### src/rtl/demux16_router.sv
// demux16_router: steers one source word stream to channel A or B.
// The select bit travels with each word. Each channel holds one word in a
// registered output stage with a valid/ready handshake, so a stalled channel
// back-pressures only the source words that are aimed at it.

// One-entry output stage with a drain+load path and a delivered-word counter.
module demux16_router_chan #(
  parameter int WIDTH = 16,
  parameter int CNT_W = 8
) (
  input  logic             clk,
  input  logic             rst_n,
  input  logic             load,
  input  logic [WIDTH-1:0] load_data,
  output logic             free,
  output logic             valid,
  input  logic             ready,
  output logic [WIDTH-1:0] data,
  output logic [CNT_W-1:0] count
);

  logic fire;

  // The stage can take a word when it is empty, or when its word leaves this cycle.
  assign free = !valid || ready;
  assign fire = valid && ready;

  // A load always wins over a drain, which keeps the stage full back-to-back.
  always_ff @(posedge clk or negedge rst_n) begin
    if (!rst_n) begin
      valid <= 1'b0;
    end else if (load) begin
      valid <= 1'b1;
    end else if (fire) begin
      valid <= 1'b0;
    end
  end

  // Data changes only on a load. A drained word is kept, with valid low.
  always_ff @(posedge clk or negedge rst_n) begin
    if (!rst_n) begin
      data <= '0;
    end else if (load) begin
      data <= load_data;
    end
  end

  // Count words actually taken by the consumer. The counter wraps freely.
  always_ff @(posedge clk or negedge rst_n) begin
    if (!rst_n) begin
      count <= '0;
    end else if (fire) begin
      count <= count + CNT_W'(1);
    end
  end

endmodule

module demux16_router #(
  parameter int WIDTH = 16,
  parameter int CNT_W = 8
) (
  input  logic             clk,
  input  logic             rst_n,
  input  logic             in_valid,
  output logic             in_ready,
  input  logic [WIDTH-1:0] in_data,
  input  logic             in_sel,
  output logic             a_valid,
  input  logic             a_ready,
  output logic [WIDTH-1:0] a_data,
  output logic             b_valid,
  input  logic             b_ready,
  output logic [WIDTH-1:0] b_data,
  output logic [CNT_W-1:0] a_count,
  output logic [CNT_W-1:0] b_count
);

  logic a_free;
  logic b_free;
  logic acc;
  logic a_load;
  logic b_load;

  // in_ready looks only at the addressed channel, never at in_valid.
  assign in_ready = in_sel ? b_free : a_free;
  assign acc      = in_valid && in_ready;
  assign a_load   = acc && !in_sel;
  assign b_load   = acc &&  in_sel;

  demux16_router_chan #(.WIDTH(WIDTH), .CNT_W(CNT_W)) u_chan_a (
    .clk       (clk),
    .rst_n     (rst_n),
    .load      (a_load),
    .load_data (in_data),
    .free      (a_free),
    .valid     (a_valid),
    .ready     (a_ready),
    .data      (a_data),
    .count     (a_count)
  );

  demux16_router_chan #(.WIDTH(WIDTH), .CNT_W(CNT_W)) u_chan_b (
    .clk       (clk),
    .rst_n     (rst_n),
    .load      (b_load),
    .load_data (in_data),
    .free      (b_free),
    .valid     (b_valid),
    .ready     (b_ready),
    .data      (b_data),
    .count     (b_count)
  );

endmodule

### config.mk
export PLATFORM = sky130hd
export DESIGN_NAME = demux16_router
export DESIGN_NICKNAME = d
export VERILOG_FILES = /design/src/rtl/demux16_router.sv
export SDC_FILE = /design/constraint.sdc
export NUM_CORES = 1
export LEC_CHECK = 0
export ABC_CLOCK_PERIOD_IN_PS = 2900
export CAP_MARGIN = 20
export CORE_ASPECT_RATIO = 1.4
export CORE_MARGIN = 4
export CORE_UTILIZATION = 45
export DETAILED_ROUTE_END_ITERATION = 10
export PLACE_DENSITY = 0.8
export REMOVE_ABC_BUFFERS = 1
export SYNTH_ARGS = -nofsm -noshare
export SYNTH_HDL_FRONTEND = slang
export SYNTH_SLANG_ARGS = --single-unit
### constraint.sdc
create_clock -name clk -period 2.9 [get_ports clk]
set_input_delay 0.29 -clock clk [delete_from_list [all_inputs] [get_ports clk]]
set_output_delay 0.29 -clock clk [all_outputs]
set_load 0.01 [all_outputs]
======== Yosys cells after proc, flatten, opt, wreduce, memory -nomap -nowiden ========
Cells that the tools add are included.
Widths: inputs -> output; s select.
word-level totals
  output and inout bits ................... 51
  input port bits ......................... 22
  word-level logic and storage cells ...... 25
  flip-flop bits (word level) ............. 50
operators by class
  multiplexer cells ....................... 5
  add/subtract/negate cells ............... 2
  reductions and logical operators ........ 12
operators by type and width
  cell                 number
  $add 8x1->8 const B  2
  $logic_and 1x1->1    5
  $mux 1               5
  $reduce_bool 2->1    2
  $logic_not 1->1      3
  $logic_or 1x1->1     2

======== Logic depth before layout (Yosys ltp) ========
Gate-level depths: netlist (run 1).
  depth in word-level cells ............... 6
  mapped depth ............................ 5
  mapped depth without buffers ............ 4

======== Cells and area by module ========
Synthesis (run 1) repeated with hierarchy kept, for this count alone.
unflattened totals
  cells, all modules ...................... 135
  area, all modules ....................... 1999.4 um^2
modules (own cells, without submodules)
  module               area an instance (um^2)  cells an instance  instances  seq. area each (um^2)
  demux16_router_chan  983.4                    66                 2          625.6
  demux16_router       32.5                     3                  1          0.0

======== Worst setup path after synthesis (run 1) ========
Ideal clock, no wire load.
  path kind ............................... register to register
  start point ............................. reg u_chan_b.valid
  end point ............................... reg u_chan_b.data[10]
  required time ........................... 2.775 ns
  path slack .............................. 1.543 ns
  data arrival time ....................... 1.232 ns
  cell stages (with the launch flop) ...... 6
  path buffers ............................ 2
  library setup time ...................... 0.125 ns
  clock period less this slack ............ 1.357 ns
  cell sequence ........................... dfrtp_1 -> nand2b_4 -> nor2b_4 -> buf_6 -> buf_6 -> mux2_4
between the ends
  longest elaborated chain between the ends .. 5
ends and longest elaborated chain
  element                 RTL line  text
  start, declared         16        output logic valid,
  start signal, assigned  31        valid <= 1'b0;
  start signal, assigned  33        valid <= 1'b1;
  start signal, assigned  35        valid <= 1'b0;
  $logic_not 1->1         25        assign free = !valid || ready;
  $logic_or 1x1->1        25
  $mux 1                  86        assign in_ready = in_sel ? b_free : a_free;
  $logic_and 1x1->1       87        assign acc = in_valid && in_ready;
  $logic_and 1x1->1       89        assign b_load = acc && in_sel;
  end signal, assigned    44        data <= load_data;
  end, declared           18        output logic [WIDTH-1:0] data,
No other way between the ends.
A chain may end at the register's enable or synchronous reset.

======== Worst setup path in the final report (run 1) ========
  start point ............................. in a_ready
  end point ............................... out in_ready
between the ends
  longest elaborated chain between the ends .. 2
ends and longest elaborated chain
  element           RTL line  text
  start, declared   70        input logic a_ready,
  $logic_or 1x1->1  25
  $mux 1            86
  end, declared     66        output logic in_ready,
No other way between the ends.

==> metrics.txt, run 1 <==
Yosys Warn Count=0; IR drop worst, VDD=368 uV; DPL Wire Length=3.36 mm; share of cells above drive strength 1=23.0%; top_reg_cell synth=dfrtp_1; first-pass GRT wire length=7.09 mm; cts hold-fix bufs=0; Num Clock Sinks=50; die height=88.5 um; root buf cell=clkbuf_8; Yosys reg bits=50; die area=0.00580 sq mm; vias in the first global route=1,430; via count=1,338; Max clock buf depth=2; Post-synth EDFFs=0; area grow syn2layout=42.2%; Slew headroom=59.6%; FF-to-FF setup slack=1.33 ns; gpl congestion=0.823; Post-Place Cells=265; required time of the critical path=2.61 ns; Max Clk Rate=0.492 GHz; startpoint types=input port; Post-CTS Setup Bufs=0; final std cells w/o fill=275; post-synth cell types=21; PostCTS Resize Cnt=0; Worst Skew=0.00798 ns; synthesized area per cell=15.6 sq um; post-route setup slack=0.865 ns; io pins=73; crit path time final=2.03 ns; sequential share of the synthesized area=60.0%; Crit Path Max Fanout=4; setup TNS=0 ns; Setup CP Type=in2out; Core Footprint=0.00450 sq mm; grt total ovfl=0; die width=65.5 um; drt initial violations=52; Mapped Area=0.00208 sq mm; RSZ-0062 raised after global routing=false; WL/cell=16.2 um; final hold vios=0; fin nets=236; crit end category=output pin; Hold Path Class=in2async; multi-input logic area=796 sq um; share of flip-flops with an asynchronous set or reset=100%; DR pass1 iterations=4; DRC errors left=0; pre-CTS WS=0.868 ns; worst hold slack=0.404 ns; Reg clk slew, reported paths=0.09 ns; Row Count=29; Syn Inst Count=134; Fillers=372; latest clock arrival within the worst-skew pair=0.30 ns; initial antenna violation count=0; Period Utilization, post-route=70.2%; Total GRT Usage=16.4%; DRT Wirelength=4.47 mm; Cell Pwr Density=704 mW/mm^2; I/O Buffers=72; status=complete, no violations; register area=0.00125 sq mm; Via density=4.87; post-route ant nets=0; worst slew pin tran=0.605 ns; setup violators final=0; Arr. time, crit path=1.74 ns; CTS Buf Count=5; max-slew violations=0; Starting Density=46.3%; Antenna Cells=0; CTS tree=yes; MaxCap Viol Count=0; Max H-tree Level=2; LEAKAGE=1.31 nW; largest net degree at the start of global routing=51
-- layer usage --
metal / share of wire, % / vias to the layer above / GRT usage, %
met5: 0 / - / 0
met4: 2.0 / 0 / 7.36
met3: 3.6 / 7 / 2.80
met2: 58 / 37 / 31.4
met1: 36 / 679 / 17.2
li1: - / 615 / -
-- final cells by class --
type,count,area share (%)
clock buffer,5,2.32
timing repair buffer,74,25.2
multi-input combinational,80,26.8
inverter,1,0.127
sequential,50,42.2
clock inverter,3,0.718
tap,62,2.62
-- cell families after synthesis --
| family | share of synthesized area (%) |
|---|---|
| adders and majority gates | 1.20 |
| xor gates and xnor gates | 5.88 |
| and+or+nand+nor | 8.76 |
| DFF | 60.0 |
| buffers and inverters | 1.80 |
| muxes | 22.3 |
-- through the flow --
step,power [mW],utilization (%),area [sq um]
3_5_place_dp,1.71,63.2,2840
6_report,2.09,65.9,2960
3_3_place_gp,1.68,63.2,2840
4_1_cts,2.11,65.2,2930
2_1_floorplan,1.28,-,2050
5_1_grt,2.21,65.9,2960
-- sequential cells by signal (all words and copies together), names as in the netlist --
register / cells
u_chan_a.data: 16
u_chan_b.valid: 1
u_chan_b.data: 16
u_chan_b.count: 8
u_chan_a.count: 8
u_chan_a.valid: 1
-- Yosys cell counts, types with 2 or more instances --
cell,instances,area (sq um)
nor2_1,3,11.3
nand2_1,9,33.8
nand4_1,5,31.3
mux2_4,19,285
dfrtp_1,50,1250
mux2_2,16,180
xor2_1,4,35.0
xnor2_1,10,87.6
buf_6,3,33.8
ha_1,2,25.0
nand3_1,2,10.0
nor3_1,2,10.0
-- critical path, cell delays in order --
cell	delay, ns
clkdlybuf4s50_1	0.46
nand2b_2	0.24
mux2_2	0.27
clkdlybuf4s50_1	0.48
-- worst paths after layout --
kind | startpoint | to | cells after the start
setup / recovery | a_ready | in_ready | 4
hold / removal | rst_n | u_chan_b.data[1]$_DFFE_PN0P_ | 2
setup reg to reg | u_chan_b.valid$_DFFE_PN0P_ | u_chan_b.data[2]$_DFFE_PN0P_ | 3
hold reg to reg | u_chan_a.count[7]$_DFFE_PN0P_ | u_chan_a.count[7]$_DFFE_PN0P_ | 1
max in group asynchronous | rst_n | u_chan_b.count[0]$_DFFE_PN0P_ | 3
min in group clk | u_chan_a.count[7]$_DFFE_PN0P_ | u_chan_a.count[7]$_DFFE_PN0P_ | 1
-- power breakdown --
group | internal, mW | switching, mW
sequential | 0.850 | 0.145
combinational | 0.449 | 0.251
clock | 0.169 | 0.222
total | 1.47 | 0.618
-- cell usage in the layout (no fill, tap or decap) --
| master | synthesis | final |
|---|---|---|
| ha_1 | 2 | 2 |
| clkinv_4 | 0 | 1 |
| dfrtp_1 | 50 | 50 |
| nor2b_4 | 1 | 1 |
| clkinv_2 | 0 | 1 |
| nor3_1 | 2 | 2 |
| and4_1 | 1 | 1 |
| dlygate4sd3_1 | 0 | 1 |
| mux2_2 | 16 | 16 |
| clkinvlp_4 | 0 | 1 |
| or3b_1 | 1 | 1 |
| xor2_1 | 4 | 4 |
| mux2_4 | 19 | 19 |
| and3_1 | 1 | 1 |
| inv_1 | 1 | 1 |
| clkbuf_8 | 0 | 5 |
| clkdlybuf4s50_1 | 0 | 71 |
| nand3b_4 | 1 | 1 |
| and2_1 | 1 | 1 |
| nand4_1 | 5 | 5 |
| buf_12 | 0 | 1 |
| nand3_1 | 2 | 2 |
| xnor2_1 | 10 | 10 |
| nand2_1 | 9 | 9 |
| nand2b_4 | 1 | 1 |
| nand2b_2 | 1 | 1 |
| buf_2 | 0 | 1 |
| nor2_1 | 3 | 3 |
No activity file was read; power rests on OpenSTA's default activity.
==> run 2: changes to the inputs <==
--- a/config.mk
+++ b/config.mk
@@ -5,13 +5,13 @@
 export SDC_FILE = /design/constraint.sdc
 export NUM_CORES = 1
 export LEC_CHECK = 0
-export ABC_CLOCK_PERIOD_IN_PS = 2900
+export ABC_CLOCK_PERIOD_IN_PS = 2050
 export CAP_MARGIN = 20
 export CORE_ASPECT_RATIO = 1.4
 export CORE_MARGIN = 4
-export CORE_UTILIZATION = 45
+export CORE_UTILIZATION = 44
 export DETAILED_ROUTE_END_ITERATION = 10
-export PLACE_DENSITY = 0.8
+export PLACE_DENSITY = 0.78
 export REMOVE_ABC_BUFFERS = 1
 export SYNTH_ARGS = -nofsm -noshare
 export SYNTH_HDL_FRONTEND = slang
==> constraint.sdc (replaced) <==
create_clock -name clk -period 2.05 [get_ports clk]
set_input_delay 0.205 -clock clk [delete_from_list [all_inputs] [get_ports clk]]
set_output_delay 0.205 -clock clk [all_outputs]
set_load 0.01 [all_outputs]
==> run 2 against run 1 <==
  * Global-route usage about the same
  * Cell area increased by 0.68%
  * First-iteration DRC count grew 31%
  * Routed wire length grew 1.1%
  * Via count up 1.9%
  * Combinational power increased by 42%
  * Largest cell class unchanged
  * Highest routed layer unchanged
==> metrics.txt, run 2 (synthesized netlist as in run 1, its figures left out) <==
final hold vios=0; vias in the first global route=1,523; Largest stage delay, worst path=0.48 ns; Total GRT Usage=16.4%; slowest cell on the critical path=clkdlybuf4s50_1; setup TNS=0 ns; die height=89.4 um; first-pass GRT wire length=7.33 mm; area grow syn2layout=43.2%; crit path time final=1.84 ns; Core Footprint=0.00457 sq mm; Reg clk slew, reported paths=0.09 ns; gpl congestion=0.819; CTS Buf Count=5; critical path, cell by cell=clkdlybuf4s50_1 > nand2b_2 > mux2_2 > clkdlybuf4s50_1; DPL Wire Length=3.49 mm; die width=66.2 um; LEAKAGE=1.32 nW; Row Count=29; die area=0.00592 sq mm; Worst Skew=0.00412 ns; RSZ-0062 raised after global routing=false; setup violators final=0; largest net degree at the start of global routing=27; DR pass1 iterations=4; IR drop worst, VDD=516 uV; DRC errors left=0; max-slew violations=0; MaxCap Viol Count=0; Fillers=364; Starting Density=45.6%; Via density=4.92; most frequent CP cell=clkdlybuf4s50_1; most common cell after layout, fill and taps aside=clkdlybuf4s50_1; DRT Wirelength=4.52 mm; latest clock arrival within the worst-skew pair=0.30 ns; Arr. time, crit path=1.64 ns; I/O Buffers=72; Cell Pwr Density=997 mW/mm^2; grt total ovfl=0; share of cells above drive strength 1=23.7%; Max H-tree Level=2; WL/cell=16.3 um; io pins=73; top flop regs=u_chan_a.data (16), u_chan_b.data (16); post-route ant nets=0; crit end category=output pin; pre-CTS WS=0.206 ns; required time of the critical path=1.85 ns; CTS tree=yes; drt initial violations=68; Antenna Cells=0; Crit path max-delay family=buffers and inverters; Hold Path Class=in2async; post-route setup slack=0.209 ns; worst slew pin tran=0.575 ns; Max Clk Rate=0.543 GHz; PostCTS Resize Cnt=0; fin nets=238; Slew headroom=61.7%; startpoint types=input port; status=complete, no violations; Num Clock Sinks=50; most frequent cells in the layout=71 x clkdlybuf4s50_1, 50 x dfrtp_1, 19 x mux2_4; Crit Path Max Fanout=4; Crit path buffers/inverters=2; Setup CP Type=in2out; via count=1,364; Max clock buf depth=2; Period Utilization, post-route=89.8%; root buf cell=clkbuf_8; initial antenna violation count=0
run 2: changes by cell type in the layout (fill, tap and decap cells not counted), sizes merged:
| cell | previous run | this run |
|---|---|---|
| clkbuf | 5 | 6 |
| clkinv | 2 | 1 |
| buf | 2 | 4 |
run 2: layout make-up:
cell class	instances	area [sq um]	share of cell area, %
Clock inverter	2	12.5	0.419
Inverter	1	3.75	0.126
Tap cell	62	77.6	2.60
Multi-Input combinational cell	80	796	26.7
Sequential cell	50	1250	41.9
Timing Repair Buffer	76	761	25.5
Clock buffer	6	82.6	2.77
run 2: path summary, 6_finish.rpt:
path | slack, ns | startpoint | cells past startpoint | endpoint
hold reg to reg | 0.47 | u_chan_a.count[7]$_DFFE_PN0P_ | 1 | u_chan_a.count[7]$_DFFE_PN0P_
setup reg to reg | 0.63 | u_chan_b.valid$_DFFE_PN0P_ | 4 | u_chan_b.data[3]$_DFFE_PN0P_
setup / recovery | 0.21 | a_ready | 4 | in_ready
hold / removal | 0.43 | rst_n | 2 | u_chan_b.data[10]$_DFFE_PN0P_
max in group asynchronous | 1.08 | rst_n | 3 | u_chan_a.count[3]$_DFFE_PN0P_
min in group clk | 0.47 | u_chan_a.count[7]$_DFFE_PN0P_ | 1 | u_chan_a.count[7]$_DFFE_PN0P_
run 2: layer usage:
layer	GRT usage, %	vias up	routed length (um)
met4	6.10	0	74
met5	0	-	0
met2	31.7	44	2540
li1	-	620	-
met3	4.03	5	246
met1	16.6	695	1660
run 2: where the power goes:
group	internal, mW	switching [mW]
Combinational	0.635	0.356
Sequential	1.20	0.202
Clock	0.271	0.307
Total	2.11	0.865
run 2: repair_timing:
item	4_1_cts	5_1_grt
setup buffers	0	0
hold buffers	1	0
endpoints found under the hold margin	24	0
run 2: worst register-to-register path, delay by kind of cell (launching register included):
kind	cells	cell delay [ns]
flip-flops	1	0.44
multiplexers	1	0.37
AND/OR/NAND/NOR	2	0.25
buffers and inverters	1	0.25
run 2: per-stage QoR:
stage / power (mW) / util [%] / instances / hold slack (ns) / area (sq um)
3_5_place_dp: 2.43 / 63.0 / 268 / 0.231 / 2880
2_1_floorplan: 1.81 / - / 131 / -0.0906 / 2050
5_1_grt: 3.15 / 65.3 / 277 / 0.481 / 2980
6_report: 2.97 / 65.3 / 277 / 0.431 / 2980
4_1_cts: 3.02 / 65.3 / 277 / 0.449 / 2980
3_3_place_gp: 2.38 / 63.0 / 268 / 0.215 / 2880
==> patch, RTL diff (settings of run 2) <==
`CNT_W` is set to 8 in 2 places; all go to 12.
--- a/src/rtl/demux16_router.sv
+++ b/src/rtl/demux16_router.sv
@@ -7,5 +7,5 @@
 module demux16_router_chan #(
   parameter int WIDTH = 16,
-  parameter int CNT_W = 8
+  parameter int CNT_W = 12
 ) (
   input  logic             clk,
@@ -59,5 +59,5 @@
 module demux16_router #(
   parameter int WIDTH = 16,
-  parameter int CNT_W = 8
+  parameter int CNT_W = 12
 ) (
   input  logic             clk,
Interface: changed (resized a_count and b_count); port bits go from 73 to 81. The function was not compared with the original's and may differ.
==> patch against run 2 <==
Sequential cell count increased by 8. Via count rose by 20%. Power grew 30%. Global-route usage down 0.67 points. Critical path depth unchanged. Routed wire length up 11%. Clock power is 130% higher. Design area rose by 19%. Worst hold slack worse by 7.7 ps. Worst setup slack worse by 40 ps. Clock skew up 1.3 ps. Combinational power fell by 3.0%. Highest routed layer unchanged. Synthesized area up 16%. Utilization rose by 2.7 points.
==> patch: results (changes against run 2) <==
INFO  metric status = complete, no violations
INFO  metric max-slew-margin-rel = 61.97% (+0.28 points)
INFO  metric port_buffers = 80 (+11%)
INFO  metric htree_num_levels = 3 (+1)
INFO  metric first_global_vias = 1806 (+19%)
INFO  metric synth_cells = 167 (+25%)
INFO  metric yosysUniqueCellTypes = 23 (+9.5%)
INFO  metric layout_setup_ws = 169.3 ps (-40.06 ps)
INFO  metric routed-wl-met2 = 2549 um (+0.51%)
INFO  metric place_area = 0.003297 mm2 (+15%)
INFO  metric post-dp-hpwl = 3611 um (+3.6%)
INFO  metric globalRouteMet3Util = 5.434% (+1.4 points)
INFO  metric detail_route.iter0.violations = 75 (+10%)
INFO  metric synth.top_cells.by_count = 58 x dfrtp_1, 24 x mux2_2, 11 x xnor2_1, 11 x xor2_1, 10 x mux2_4
INFO  metric grt.met1_usage = 18.50% (+1.9 points)
INFO  metric groute.layer.met2.usage = 25.23% (-6.5 points)
INFO  metric place_congestion = 0.7418 (-9.4%)
INFO  metric routed_met1_length = 2017 um (+22%)
INFO  metric leakage = 1.582 nW (+20%)
INFO  metric final_net_count = 282 (+18%)
INFO  metric route.detailed.vias_per_inst = 4.982 (+1.2%)
INFO  metric seq_power_share = 41.2% (-6.0 points)
INFO  metric worstSkewPairLatency = 330 ps (+30 ps)
INFO  metric rr_startpoint = u_chan_a.count[0]
INFO  metric pwr.group.combinational = 961 uW (-3.0%)
INFO  metric numPlacedInstances = 312 (+16%)
INFO  metric post_synth_main_area_contributors = dfrtp_1 60%, mux2_2 11%, mux2_4 6.2%, xnor2_1 4.0%, xor2_1 4.0%
INFO  metric fin_worst_skew = 5.402 ps (+1.281 ps)
INFO  metric critPathMaxStageDelay = 500 ps (+20 ps)
INFO  metric maximum_number_of_pins_on_one_net_before_global_route_repair = 35 (+30%)
INFO  metric final_routed_wirelength = 5026 um (+11%)
INFO  metric worst_r2r_endpoint = u_chan_a.count[10]
INFO  metric synthMuxAreaShare = 17.83% (-4.5 points)
INFO  metric powerDensity = 1084 mW/mm2 (+8.7%)
INFO  metric post_synth_fa_ha_maj_area_fraction = 1.034% (-0.17 points)
INFO  metric synth_sequential_area_ratio = 59.95% (-0.076 points)
INFO  metric switching_share = 26.08% (-3.0 points)
INFO  metric cp_data_arrival_time = 1680 ps (+40 ps)
patch: cell count changes after synthesis, sizes merged, moves of 3 or more:
| cell | before | now |
|---|---|---|
| nor3 | 2 | 8 |
| xor2 | 4 | 11 |
| nor4 | 0 | 3 |
| nand4 | 5 | 8 |
| inv | 1 | 4 |
| nand3 | 2 | 6 |
| dfrtp | 50 | 58 |
patch: repair_timing:
item / CTS / global route
endpoints found under the hold margin: 24 / 0
buffers inserted: 0 / 0
resized for setup: 0 / 0
hold buffers: 1 / 0
patch: cells by family (layout without fill, tap and decap cells):
kind of cell	count (synthesis)	in the layout
flops	58	58
buf+inv	7	103
mux	35	35
xor+xnor	22	22
fa+ha+maj	2	2
simple gates	43	43
patch: cell type report:
class	instances	area (um2)	share of cell area (%)
sequential	58	1451	40.79
multi-input combinational	102	912.1	25.63
timing repair buffer	83	845.8	23.77
clock buffer	11	151.4	4.255
clock inverter	5	100.1	2.813
tap	66	82.58	2.321
inverter	4	15.01	0.4219
